**src/rtl/knn_batch_ctrl.sv**
```systemverilog
// rtl/knn_batch_ctrl.sv - batch sequencer for knn_top: load, start, watchdog wait, result report
module knn_batch_ctrl #(
    parameter int IDX_W          = 10,
    parameter int LABEL_W        = 4,
    parameter int TMO_W          = 16,
    parameter int TIMEOUT_CYCLES = 50000
) (
    input  logic               ap_clk,
    input  logic               ap_rst,
    input  logic               batch_start,
    input  logic [IDX_W-1:0]   batch_base,
    input  logic [IDX_W:0]     batch_count,
    output logic               batch_busy,
    output logic               batch_done,
    output logic [IDX_W:0]     correct_count,
    output logic [IDX_W:0]     timeout_count,
    output logic               load_req,
    output logic [IDX_W-1:0]   load_idx,
    input  logic               load_ack,
    input  logic [LABEL_W-1:0] load_label,
    output logic               knn_start,
    input  logic               knn_done,
    input  logic               knn_idle,
    input  logic [LABEL_W-1:0] knn_label,
    output logic               res_valid,
    input  logic               res_ready,
    output logic [IDX_W-1:0]   res_idx,
    output logic [LABEL_W-1:0] res_pred,
    output logic               res_match,
    output logic               res_timeout
);

    localparam logic [2:0] S_IDLE   = 3'd0;
    localparam logic [2:0] S_LOAD   = 3'd1;
    localparam logic [2:0] S_START  = 3'd2;
    localparam logic [2:0] S_WAIT   = 3'd3;
    localparam logic [2:0] S_REPORT = 3'd4;
    localparam logic [2:0] S_DONE   = 3'd5;

    localparam logic [TMO_W-1:0] TMO_LAST = TMO_W'(TIMEOUT_CYCLES - 1);
    localparam logic [TMO_W-1:0] TMO_ONE  = TMO_W'(1);
    localparam logic [IDX_W:0]   CNT_ONE  = (IDX_W+1)'(1);
    localparam logic [IDX_W-1:0] IDX_ONE  = IDX_W'(1);

    logic [2:0]         state_q, state_d;
    logic [IDX_W:0]     count_q, count_d;
    logic [IDX_W:0]     cur_q, cur_d;
    logic [LABEL_W-1:0] expected_q, expected_d;
    logic [TMO_W-1:0]   timer_q, timer_d;
    logic [IDX_W:0]     correct_q, correct_d;
    logic [IDX_W:0]     timeouts_q, timeouts_d;
    logic               busy_q, busy_d;
    logic               done_q, done_d;
    logic               load_req_q, load_req_d;
    logic [IDX_W-1:0]   load_idx_q, load_idx_d;
    logic               knn_start_q, knn_start_d;
    logic               res_valid_q, res_valid_d;
    logic [IDX_W-1:0]   res_idx_q, res_idx_d;
    logic [LABEL_W-1:0] res_pred_q, res_pred_d;
    logic               res_match_q, res_match_d;
    logic               res_timeout_q, res_timeout_d;

    always_comb begin
        state_d       = state_q;
        count_d       = count_q;
        cur_d         = cur_q;
        expected_d    = expected_q;
        timer_d       = timer_q;
        correct_d     = correct_q;
        timeouts_d    = timeouts_q;
        done_d        = 1'b0;
        knn_start_d   = 1'b0;
        load_idx_d    = load_idx_q;
        res_idx_d     = res_idx_q;
        res_pred_d    = res_pred_q;
        res_match_d   = res_match_q;
        res_timeout_d = res_timeout_q;

        case (state_q)
            S_IDLE: begin
                if (batch_start) begin
                    count_d    = batch_count;
                    cur_d      = '0;
                    correct_d  = '0;
                    timeouts_d = '0;
                    load_idx_d = batch_base;
                    if (batch_count == '0) begin
                        state_d = S_DONE;
                        done_d  = 1'b1;
                    end else begin
                        state_d = S_LOAD;
                    end
                end
            end
            S_LOAD: begin
                // Start is decided here so knn_start can be a flop that rises with START.
                if (load_ack) begin
                    expected_d  = load_label;
                    state_d     = S_START;
                    knn_start_d = knn_idle;
                end
            end
            S_START: begin
                if (knn_start_q) begin
                    state_d = S_WAIT;
                    timer_d = '0;
                end else if (knn_idle) begin
                    knn_start_d = 1'b1;
                end
            end
            S_WAIT: begin
                timer_d = timer_q + TMO_ONE;
                if (knn_done) begin
                    state_d       = S_REPORT;
                    res_idx_d     = load_idx_q;
                    res_pred_d    = knn_label;
                    res_match_d   = (knn_label == expected_q);
                    res_timeout_d = 1'b0;
                end else if (timer_q == TMO_LAST) begin
                    state_d       = S_REPORT;
                    res_idx_d     = load_idx_q;
                    res_pred_d    = '1;
                    res_match_d   = 1'b0;
                    res_timeout_d = 1'b1;
                    timeouts_d    = timeouts_q + CNT_ONE;
                end
            end
            S_REPORT: begin
                if (res_ready) begin
                    correct_d = correct_q + {{IDX_W{1'b0}}, res_match_q};
                    if (cur_q + CNT_ONE == count_q) begin
                        state_d = S_DONE;
                        done_d  = 1'b1;
                    end else begin
                        cur_d      = cur_q + CNT_ONE;
                        load_idx_d = load_idx_q + IDX_ONE;
                        state_d    = S_LOAD;
                    end
                end
            end
            S_DONE: begin
                state_d = S_IDLE;
            end
            default: begin
                state_d = S_IDLE;
            end
        endcase

        busy_d      = (state_d != S_IDLE);
        load_req_d  = (state_d == S_LOAD);
        res_valid_d = (state_d == S_REPORT);
    end

    always_ff @(posedge ap_clk) begin
        if (ap_rst) begin
            state_q       <= S_IDLE;
            count_q       <= '0;
            cur_q         <= '0;
            expected_q    <= '0;
            timer_q       <= '0;
            correct_q     <= '0;
            timeouts_q    <= '0;
            busy_q        <= 1'b0;
            done_q        <= 1'b0;
            load_req_q    <= 1'b0;
            load_idx_q    <= '0;
            knn_start_q   <= 1'b0;
            res_valid_q   <= 1'b0;
            res_idx_q     <= '0;
            res_pred_q    <= '0;
            res_match_q   <= 1'b0;
            res_timeout_q <= 1'b0;
        end else begin
            state_q       <= state_d;
            count_q       <= count_d;
            cur_q         <= cur_d;
            expected_q    <= expected_d;
            timer_q       <= timer_d;
            correct_q     <= correct_d;
            timeouts_q    <= timeouts_d;
            busy_q        <= busy_d;
            done_q        <= done_d;
            load_req_q    <= load_req_d;
            load_idx_q    <= load_idx_d;
            knn_start_q   <= knn_start_d;
            res_valid_q   <= res_valid_d;
            res_idx_q     <= res_idx_d;
            res_pred_q    <= res_pred_d;
            res_match_q   <= res_match_d;
            res_timeout_q <= res_timeout_d;
        end
    end

    assign batch_busy    = busy_q;
    assign batch_done    = done_q;
    assign correct_count = correct_q;
    assign timeout_count = timeouts_q;
    assign load_req      = load_req_q;
    assign load_idx      = load_idx_q;
    assign knn_start     = knn_start_q;
    assign res_valid     = res_valid_q;
    assign res_idx       = res_idx_q;
    assign res_pred      = res_pred_q;
    assign res_match     = res_match_q;
    assign res_timeout   = res_timeout_q;

endmodule
```
**config.mk**
```make
export PLATFORM = sky130hd
export DESIGN_NAME = knn_batch_ctrl
export DESIGN_NICKNAME = d
export VERILOG_FILES = /design/src/rtl/knn_batch_ctrl.sv
export SDC_FILE = /design/constraint.sdc
export NUM_CORES = 1
export LEC_CHECK = 0
export CORE_ASPECT_RATIO = 0.9
export CORE_MARGIN = 4
export CORE_UTILIZATION = 55
export CTS_BUF_LIST = sky130_fd_sc_hd__clkbuf_8
export DETAILED_ROUTE_END_ITERATION = 10
export GPL_TIMING_DRIVEN = 1
export PLACE_DENSITY = 0.95
export SLEW_MARGIN = 20
export SYNTH_ARGS = -nofsm -noshare
export SYNTH_HDL_FRONTEND = slang
export SYNTH_SLANG_ARGS = --single-unit
```
**constraint.sdc**
```tcl
create_clock -name ap_clk -period 3.8 [get_ports ap_clk]
set_input_delay 0.95 -clock ap_clk [delete_from_list [all_inputs] [get_ports ap_clk]]
set_output_delay 0.95 -clock ap_clk [all_outputs]
set_load 0.005 [all_outputs]
```
## Word-level counts from Yosys, hierarchy flattened

Cells that the tools add are included.
Widths: inputs -> output; s select.

| storage, ports and cells | value |
|---|---|
| flip-flop bits (word level) | 98 |
| bits of input ports | 36 |
| logic and storage cells | 92 |

| operators by class | value |
|---|---|
| $add $sub $neg | 5 |
| reduce and logical (&&, ||, !) cells | 14 |
| muxes and demuxes | 41 |
| eq/ne operators | 15 |

Operators with widths:

| kind | count |
|---|---|
| $mux 11 | 6 |
| $pmux 11 s2 | 3 |
| $mux 10 | 5 |
| $pmux 16 s2 | 1 |
| $mux 3 | 8 |
| $add 11x1->11 const B | 2 |
| $pmux 10 s2 | 1 |
| $add 16x1->16 const B | 1 |
| $eq 16x16->1 const B | 1 |
| $mux 16 | 1 |
| $pmux 3 s5 | 1 |
| $ne 2x2->1 const B | 6 |
| $add 11x1->11 | 1 |
| $eq 11x11->1 | 1 |
| $logic_not 11->1 | 1 |
| $mux 1 | 11 |
| $add 10x1->10 const B | 1 |
| $mux 4 | 2 |
| $reduce_and 2->1 | 4 |
| $reduce_and 4->1 | 2 |
| $reduce_bool 2->1 | 4 |
| $eq 3x1->1 const B | 2 |
| $eq 3x2->1 const B | 2 |
| $eq 3x3->1 const B | 2 |
| 5 further kinds | 6 |

## Logic depth before layout (Yosys ltp)

Gate-level depths: netlist (run 1).

| logic depth | value |
|---|---|
| word-level depth | 6 |
| gate-level depth with buffers | 10 |

## Worst setup path before layout (run 1)

No wires, ideal clock.

| path | value |
|---|---|
| path type | input-to-reg |
| start point | input batch_start |
| end point | register correct_q[5], in the netlist correct_count[5] |
| slack | 1.473 ns |
| required time | 3.730 ns |
| setup time | 0.070 ns |
| stages on the path | 6 |
| data arrival time | 2.257 ns |
| cell sequence | nor2b_1 a21oi_1 nor3_2 nand4_1 or3_1 a21oi_1 |

| between the ends | value |
|---|---|
| cells in the longest elaborated chain, start to end | 2 |

RTL lines:

| item | RTL line | source |
|---|---|---|
| start, declared | 10 | `input logic batch_start,` |
| $ne 2x2->1 (no source line) | n/a |  |
| $reduce_and 3->1 (no source line) | n/a |  |
| end signal, assigned | 179 | `correct_q <= correct_d;` |
| end, declared | 50 | `logic [IDX_W:0] correct_q, correct_d;` |

Every way passes these cells.
A chain may end at the register's enable or synchronous reset.

## Worst setup path in the final report (run 1)

| path | value |
|---|---|
| start point | register cur_q[0] |
| end point | register cur_q[5] |

| between the ends | value |
|---|---|
| cells in the longest elaborated chain, start to end | 4 |

RTL lines:

| item | RTL line | source |
|---|---|---|
| start, declared | 47 | `logic [IDX_W:0] cur_q, cur_d;` |
| start signal, assigned | 176 | `cur_q <= cur_d;` |
| $add 11x1->11 (*) | 131, 135 |  |
| $eq 11x11->1 or $mux 11 (tied branches) | 131 | `if (cur_q + CNT_ONE == count_q) begin` |
| $ne 2x2->1 (no source line) or $mux 11 (tied branches) | n/a |  |
| $reduce_and 4->1 (no source line) or $pmux 11 s2 (tied branches) | n/a |  |

Mark *: on every way between the ends. The rest lies on a longest branch, timed or not. The select of a mux whose other input is x is not followed.

==> results.toml, run 1 <==
[outcome]
status = "finished clean"

[drt]
num_vias = 4615
antenna_left = 0
drtPass1Iterations = 5
routed_via_density = 5.879
drc_errors = 0
drt_iter0_drc = 370
wl_per_cell_um = 15.34
wl_um = 12050

[sta]
skew_ns = 0.01141
post-route-min-period_ns = 2.899
finalHoldViolations = 0
timing.final.setup_violations = 0
rsz0062_at_grt = "no"
hold_ws_ns = 0.4656
fin_crit_sh = 0.7629
drv_slew = 0
slew_headroom = 0.3618
fmax_mhz = 345.0
worst_pin_slew_ns = 0.9549
final.setup.tns_ns = 0

[yosys]
synth_top_flop_cell = "dfxtp_1"
synth_top_area_share = 0.4092
syn_inst = 590
syn_nets = 632
synth-seq-cells = 98
synth_area_mm2 = 0.004795
syn_avg_cell_area_um2 = 8.126
synthArstFlopShare = 0
ys_seq_area_frac = 0.4092
synth_top_cell_by_area = "dfxtp_1"
synth_edf_count = 0
synth_cell_type_count = 64
synth_area_leaders = "dfxtp_1 (41%), a21oi_1 (7.6%), nand2_1 (6.3%)"
ys_warn_count = 0

[die]
initial_core_util = 0.5622
pin_count = 89
die_h_um = 96.58
die_w_um = 106.4
core.rowCount = 32
core_mm2 = 0.008528
dieArea_mm2 = 0.01028

[placed_design]
dpl.hpwl_um = 8852
place_inst = 769
numPortBuffers = 88
gp_congestion = 0.8639

[power_and_ir_drop]
ir_drop_uv = 200.8
power_per_cell_area_mw_per_mm2 = 330.2
p_leak_uw = 0.002037

[clock_network]
cts_max_path_buffers = 2
clk_root_buffer_cell = "clkbuf_8"
post_cts_resized = 0
cts_setup_buffers = 0
clk_pin_slew_worst_paths_ns = 0.09
hold_buffers = 0
cts_tree = "yes"
cts_sinks = 98
clock_latency_ns = 0.37
htreeDepth = 3
numCtsBuffers = 9

[grt]
grt_max_degree = 84
track_usage = 0.2314
gr-total-overflow = 0
grt_pass1_wl_um = 19530
grt_pass1_vias = 4344
antenna_found_initial = 0

[critical_path]
start_kind = "flip-flop"
cp_data_arrival_time_ns = 3.19
endpoint_kind = "flip-flop"
critPathKind = "reg2reg"
r2r_setup_slack_ns = 0.90
crit_path_max_fanout = 30
worst-endpoint-required_ns = 4.09

[finish]
fillers = 638
mostFrequentLayoutCell = "dfxtp_1"
diodes = 0
layout.nets = 703
final_cell_mix = "dfxtp_1 (98), clkdlybuf4s50_1 (87), nand2_1 (81), a21oi_1 (73), nor2_1 (73)"
fin_cells = 785
area_delta_synth_final_pct = 21.69
layout-drive-gt1-share = 0.06907

[job]
drv_cap = 0

[hold_path]
hold_class = "reg2reg"
-- synthesized netlist by cell type (all sizes together) (3+ instances only) --
master and number:
a211oi 3, a21oi 74, a22oi 6, and2 6, and3 11, buf 10, clkbuf 17, dfxtp 98
ha 6, inv 4, mux2 5, mux2i 5, nand2 82, nand2b 10, nand3 26, nand3b 4
nand4 11, nor2 74, nor2b 4, nor3 17, nor4 5, o21ai 22, o32ai 4, or2 7
or3 10, or4 5, or4b 6, xnor2 12, xor2 20
-- cell families after synthesis --
group                      Yosys count  share of synthesized area
and+or+nand+nor                    288                     0.3043
AOI/OAI and AO/OA                  121                     0.1461
DFF                                 98                     0.4092
buffers and inverters               35                    0.04410
xor gates and xnor gates            32                    0.05846
muxes                               10                    0.02218
adders and majority gates            6                    0.01566
-- layout make-up --
| cell class | instances | area [µm²] | area share |
|---|---|---|---|
| clock buffer | 11 | 151.4 | 0.02595 |
| clock inverter | 5 | 37.54 | 0.006434 |
| inverter | 4 | 15.01 | 0.002573 |
| multi-input combinational | 457 | 2621 | 0.4493 |
| sequential | 98 | 1962 | 0.3363 |
| tap | 119 | 148.9 | 0.02552 |
| timing repair buffer | 91 | 898.4 | 0.1540 |
-- path summary, 6_finish.rpt --
| check | startpoint | end | cells past startpoint |
|---|---|---|---|
| min reg2reg | res_idx[1] | res_idx[1] | 2 |
| max | cur_q[0] | cur_q[5] | 8 |
| max reg2reg | cur_q[0] | cur_q[5] | 8 |
| min | res_idx[1] | res_idx[1] | 2 |
-- metal layers --
layer	track usage	wire, µm
met1	0.2775	4867
met2	0.4072	5961
met5	0	0
met4	0.08520	295
met3	0.05714	921
-- per-stage QoR --
step / worst slack, ns / power, µW / instance area [µm²] / util
after floorplan: 1.473 / 1221 / 4795 / -
after global placement: 0.8414 / 1303 / 5645 / 0.6620
after detailed placement: 0.7747 / 1312 / 5645 / 0.6620
after CTS: 0.9523 / 1936 / 5834 / 0.6841
after global routing: 0.6612 / 1995 / 5834 / 0.6841
final: 0.9011 / 1926 / 5834 / 0.6841
-- where the power goes --
part	total [µW]	leakage, µW	internal, µW	switching (µW)
clock network	634	0.0000919	276	358
logic	213	0.00115	102	111
registers	1080	0.000794	1050	28.9
total	1930	0.00204	1430	498
-- sequential cells by signal, summed over array words and instances, names as in the netlist --
signal	flops
res_timeout	1
res_idx	10
timeout_count	11
load_req	1
cur_q	11
res_match	1
expected_q	4
res_pred	4
count_q	11
batch_busy	1
timer_q	16
state_q	3
res_valid	1
knn_start	1
batch_done	1
correct_count	11
load_idx	10
-- critical path, stage by stage (launching register included) --
cell and delay [ns]:
dfxtp_1 0.43, ha_1 0.26, and3_4 0.23, nand3_1 0.17
xnor2_1 0.19, nor4_1 0.60, a31o_2 0.61, o21ai_0 0.20
a21oi_1 0.15
Note: power is estimated with default switching activity, not from simulation.
==> run 2, diff against run 1 <==
Settings changed: CORE_UTILIZATION 55 to 54, PLACE_DENSITY 0.95 to 0.94.
Clock period 3.8 ns to 2.8 ns, I/O delays scaled along.
==> run 2 against run 1 <==
Die area increased by 1.7%. Fmax is 9.8% higher. Global-route usage increased by 0.26 points. Final cell count is 0.89% higher. Critical path depth up 1. Register-to-register slack worse by 0.74 ns. Sequential share of layout area fell by 0.41 points. Wire length increased by 2.2%. Combinational power is 39% higher. Sequential cell count stayed put. Via count about the same.
==> results.toml, run 2 (same netlist as run 1, synthesis figures left out) <==
[outcome]
status = "finished clean"

[critical_path]
crit_path_max_fanout = 11
r2r_end = "cur_q[9]"
worst-endpoint-required_ns = 3.11
r2r_start = "cur_q[0]"
r2r_setup_slack_ns = 0.16
setup.worst_path.start = "cur_q[0]"
r2r.worst_path.cells = 9
start_kind = "flip-flop"
critPathKind = "reg2reg"
cp_data_arrival_time_ns = 2.95
endpoint_kind = "flip-flop"

[finish]
largest_reg_flops = 16
layout.nets = 710
layout-drive-gt1-share = 0.08024
mostFrequentLayoutCell = "dfxtp_1"
diodes = 0
largest-register = "timer_q"
fin_cells = 792
final_util = 0.6860
area_delta_synth_final_pct = 23.17
final_cell_mix = "dfxtp_1 (98), clkdlybuf4s50_1 (87), nand2_1 (81), a21oi_1 (73), nor2_1 (73)"

[sta]
setup_ws_ns = 0.1588
drv_slew = 0
fmax_mhz = 378.6
final.setup.tns_ns = 0
skew_ns = 0.01353
finalHoldViolations = 0
slew_headroom = 0.6044
post-route-min-period_ns = 2.641
worst_pin_slew_ns = 0.5920
fin_crit_sh = 0.9433
timing.final.setup_violations = 0
hold_ws_ns = 0.4723
rsz0062_at_grt = "no"

[drt]
drtPass1Iterations = 7
wl_um = 12310
drt_iter0_drc = 359
antenna_left = 0
drc_errors = 0
routed_via_density = 5.822
num_vias = 4611
wl_per_cell_um = 15.54

[die]
core_mm2 = 0.008608
initial_core_util = 0.5570
die_w_um = 107.3
dieArea_mm2 = 0.01045
pin_count = 89
die_h_um = 97.39
core.rowCount = 32

[placed_design]
pre_cts_ws_ns = 0.07764
place_inst = 776
gp_congestion = 0.8504
numPortBuffers = 88
dpl.hpwl_um = 9004

[hold_path]
hold_end = "res_idx[2]"
hold_class = "reg2reg"
hold_depth = 2
worstHoldStart = "res_idx[2]"

[grt]
grt_pass1_vias = 4323
track_usage = 0.2340
grt_pass1_wl_um = 20110
antenna_found_initial = 0
gr-total-overflow = 0
grt_max_degree = 59

[clock_network]
htreeDepth = 3
cts_setup_buffers = 0
clk_root_buffer_cell = "clkbuf_8"
clk_pin_slew_worst_paths_ns = 0.11
numCtsBuffers = 9
clock_latency_ns = 0.39
cts_max_path_buffers = 2
cts_sinks = 98
cts_tree = "yes"
post_cts_resized = 0
hold_buffers = 0

[job]
drv_cap = 0

[power_and_ir_drop]
ir_drop_uv = 249.3
p_leak_uw = 0.002078
power_per_cell_area_mw_per_mm2 = 451.8
==> run 2: cell count changes in the layout (fill, tap and decap cells not counted), sizes merged <==
| cell | change |
|---|---|
| buf | +7 |
| clkbuf | -2 |
| clkinv | +1 |
| inv | +2 |
| clkinvlp | -1 |
==> run 2: layout make-up <==
| class | instances | area (µm²) |
|---|---|---|
| clock buffers | 9 | 123.9 |
| fillers | 660 | 2703 |
| well taps | 119 | 148.9 |
| inverters | 4 | 15.01 |
| repair buffers | 98 | 950.9 |
| flip-flops and latches | 98 | 1962 |
| multi-input cells | 457 | 2633 |
| clock inverters | 7 | 72.57 |
==> run 2: worst max-delay path by stage <==
stage                  end  slack [ns]  cells past startpoint
3_3_place_gp   load_idx[0]        0.11                      7
6_report          cur_q[9]        0.16                      9
4_1_cts        load_idx[5]        0.12                      9
3_5_place_dp   load_idx[0]        0.08                      7
5_1_grt           cur_q[3]      0.0003                      9
2_1_floorplan  load_idx[3]        0.61                     10
==> run 2: report_power, final <==
group,internal [µW],switching [µW]
Clock,349,557
Combinational,146,150
Sequential,1430,40.4
Total,1920,747
==> run 2: critical path: stages (launching register included) <==
cell,delay [ns]
dfxtp_1,0.44
ha_1,0.29
and3_4,0.24
nand3_1,0.16
xnor2_1,0.20
nor4_1,0.08
buf_4,0.15
and3_1,0.29
or4_1,0.54
a21oi_1,0.18
==> run 2: through the flow <==
step                power (µW)  cell area, µm²
floorplan                 1657            4795
global placement          1775            5698
detailed placement        1785            5698
CTS                       2672            5894
global route              2772            5906
finish                    2668            5906
==> run 2: layer usage <==
| layer | share of wire | wire length [µm] | up-vias | global-route usage |
|---|---|---|---|---|
| met5 | 0 | 0 | - | 0 |
| met4 | 0.022 | 273 | 0 | 0.08653 |
| met3 | 0.074 | 913 | 33 | 0.05382 |
| met2 | 0.50 | 6103 | 205 | 0.3935 |
| met1 | 0.41 | 5018 | 2150 | 0.2902 |
| li1 | - | - | 2223 | - |
==> run 3, diff against run 2 <==
Settings changed: CORE_MARGIN 4 to default.
==> run 3 against run 2 <==
Design area barely moved. Clock power shrank 1%. Register-to-register slack better by 0.03 ns. Via count up 1.6%. Global-route usage up 3.8 points. First-iteration DRC count is 26% higher. Setup slack better by 0.032 ns. Sequential share of layout area about the same. Combinational power about the same. Core utilization barely moved. Critical path type unchanged. Largest cell class unchanged. Largest power group unchanged.
==> results.toml, run 3 (same netlist as run 1, synthesis figures left out) <==
[outcome]
status = "finished clean"

[placed_design]
numPortBuffers = 88
place_inst = 777
gp_congestion = 0.9144
dpl.hpwl_um = 8773

[sta]
rsz0062_at_grt = "no"
slew_headroom = 0.6254
fmax_mhz = 383.2
skew_ns = 0.009937
drv_slew = 0
post-route-min-period_ns = 2.610
finalHoldViolations = 0
fin_crit_sh = 0.9320
final.setup.tns_ns = 0
timing.final.setup_violations = 0
worst_pin_slew_ns = 0.5608

[hold_path]
hold_class = "reg2reg"
worstHoldStart = "res_idx[5]"

[power_and_ir_drop]
power_per_cell_area_mw_per_mm2 = 450.4
ir_drop_uv = 299.7
p_leak_uw = 0.002086

[finish]
final_util = 0.6863
largest-register = "timer_q"
area_delta_synth_final_pct = 23.23
fillers = 657
largest_reg_flops = 16
layout.nets = 711
diodes = 0
layout-drive-gt1-share = 0.08160
mostFrequentLayoutCell = "dfxtp_1"
final_cell_mix = "dfxtp_1 (97), clkdlybuf4s50_1 (87), nand2_1 (81), a21oi_1 (73), nor2_1 (73)"
fin_cells = 793

[critical_path]
r2r_start = "cur_q[1]"
crit_path_max_fanout = 11
setup.worst_path.start = "cur_q[1]"
critPathMaxStageDelay_ns = 0.54
cp_data_arrival_time_ns = 2.91
worst-endpoint-required_ns = 3.10
slowest_stage = "or4b_1"
start_kind = "flip-flop"
critPathKind = "reg2reg"
endpoint_kind = "flip-flop"
crit_chain = "ha_1 -> and3_4 -> nand3_1 -> xnor2_1 -> nor4_1 -> buf_4 -> and3_1 -> or4b_1 -> a21oi_1"

[clock_network]
post_cts_resized = 0
cts_max_path_buffers = 2
clock_latency_ns = 0.37
cts_setup_buffers = 0
htreeDepth = 3
clk_pin_slew_worst_paths_ns = 0.10
clk_root_buffer_cell = "clkbuf_8"
cts_sinks = 98
cts_tree = "yes"
hold_buffers = 0
numCtsBuffers = 9

[grt]
track_usage = 0.2715
antenna_found_initial = 0
gr-total-overflow = 0
grt_pass1_wl_um = 20200
grt_pass1_vias = 4376
grt_max_degree = 31

[die]
core_mm2 = 0.008608
initial_core_util = 0.5570
die_h_um = 91.39
dieArea_mm2 = 0.009260
pin_count = 89
die_w_um = 101.3
core.rowCount = 32

[drt]
antenna_left = 0
routed_via_density = 5.908
wl_um = 12200
drc_errors = 0
wl_met1_um = 5062
wl_per_cell_um = 15.38
num_vias = 4685
top_layer_used = "met4"
dr_wl_met2_um = 5920
drtPass1Iterations = 7
met3_length_um = 854
drt_iter0_drc = 452

[job]
drv_cap = 0
-- run 3: cell types whose count changed in the layout (fill, tap and decap cells not counted), sizes merged --
cell	delta
clkinv	-2
inv	+2
clkinvlp	-1
buf	+1
clkbuf	+1
-- run 3: final timing paths --
| path | to | slack (ns) | cells after the start |
|---|---|---|---|
| worst max-delay path | cur_q[8] | 0.19 | 9 |
| worst min-delay path | res_idx[5] | 0.46 | 2 |
| worst max register to register | cur_q[8] | 0.19 | 9 |
| worst min register to register | res_idx[5] | 0.46 | 2 |
-- run 3: metrics by stage --
stage	hold slack (ns)	power [µW]	area (µm²)	worst slack, ns
6_report	0.4630	2661	5908	0.1905
5_1_grt	0.4759	2748	5908	0.02632
4_1_cts	0.4592	2665	5898	0.06160
3_5_place_dp	0.4459	1785	5705	0.05433
3_3_place_gp	0.4462	1775	5705	0.1040
2_1_floorplan	0.4468	1657	4795	0.6096
-- run 3: layer usage --
layer | track usage | up-vias
met2 | 0.4615 | 205
met4 | 0.1099 | 0
met1 | 0.3325 | 2214
met3 | 0.05466 | 44
li1 | - | 2222
met5 | 0 | -
-- run 3: power breakdown --
group	total (µW)	internal, µW	switching, µW	leakage, µW
logic	297	147	151	0.00119
registers	1470	1430	40.7	0.000794
clock network	897	368	529	0.000100
-- run 3: area by class of cell --
class	count	area [µm²]	share of cell area
inverter	4	15.01	0.002541
tap	119	148.9	0.02520
multi-input combinational	457	2630	0.4451
sequential	98	1963	0.3323
clock buffer	10	137.6	0.02330
clock inverter	6	55.05	0.009318
timing repair buffer	99	958.4	0.1622
-- run 3: worst max-delay path: cells and delay by family, from the launching register on --
family / cells / cell delay [ns]
and+or+nand+nor: 5 / 1.32
DFF: 1 / 0.42
adders and majority gates: 1 / 0.25
xor gates and xnor gates: 1 / 0.22
AOI/OAI and AO/OA: 1 / 0.17
buffers and inverters: 1 / 0.15
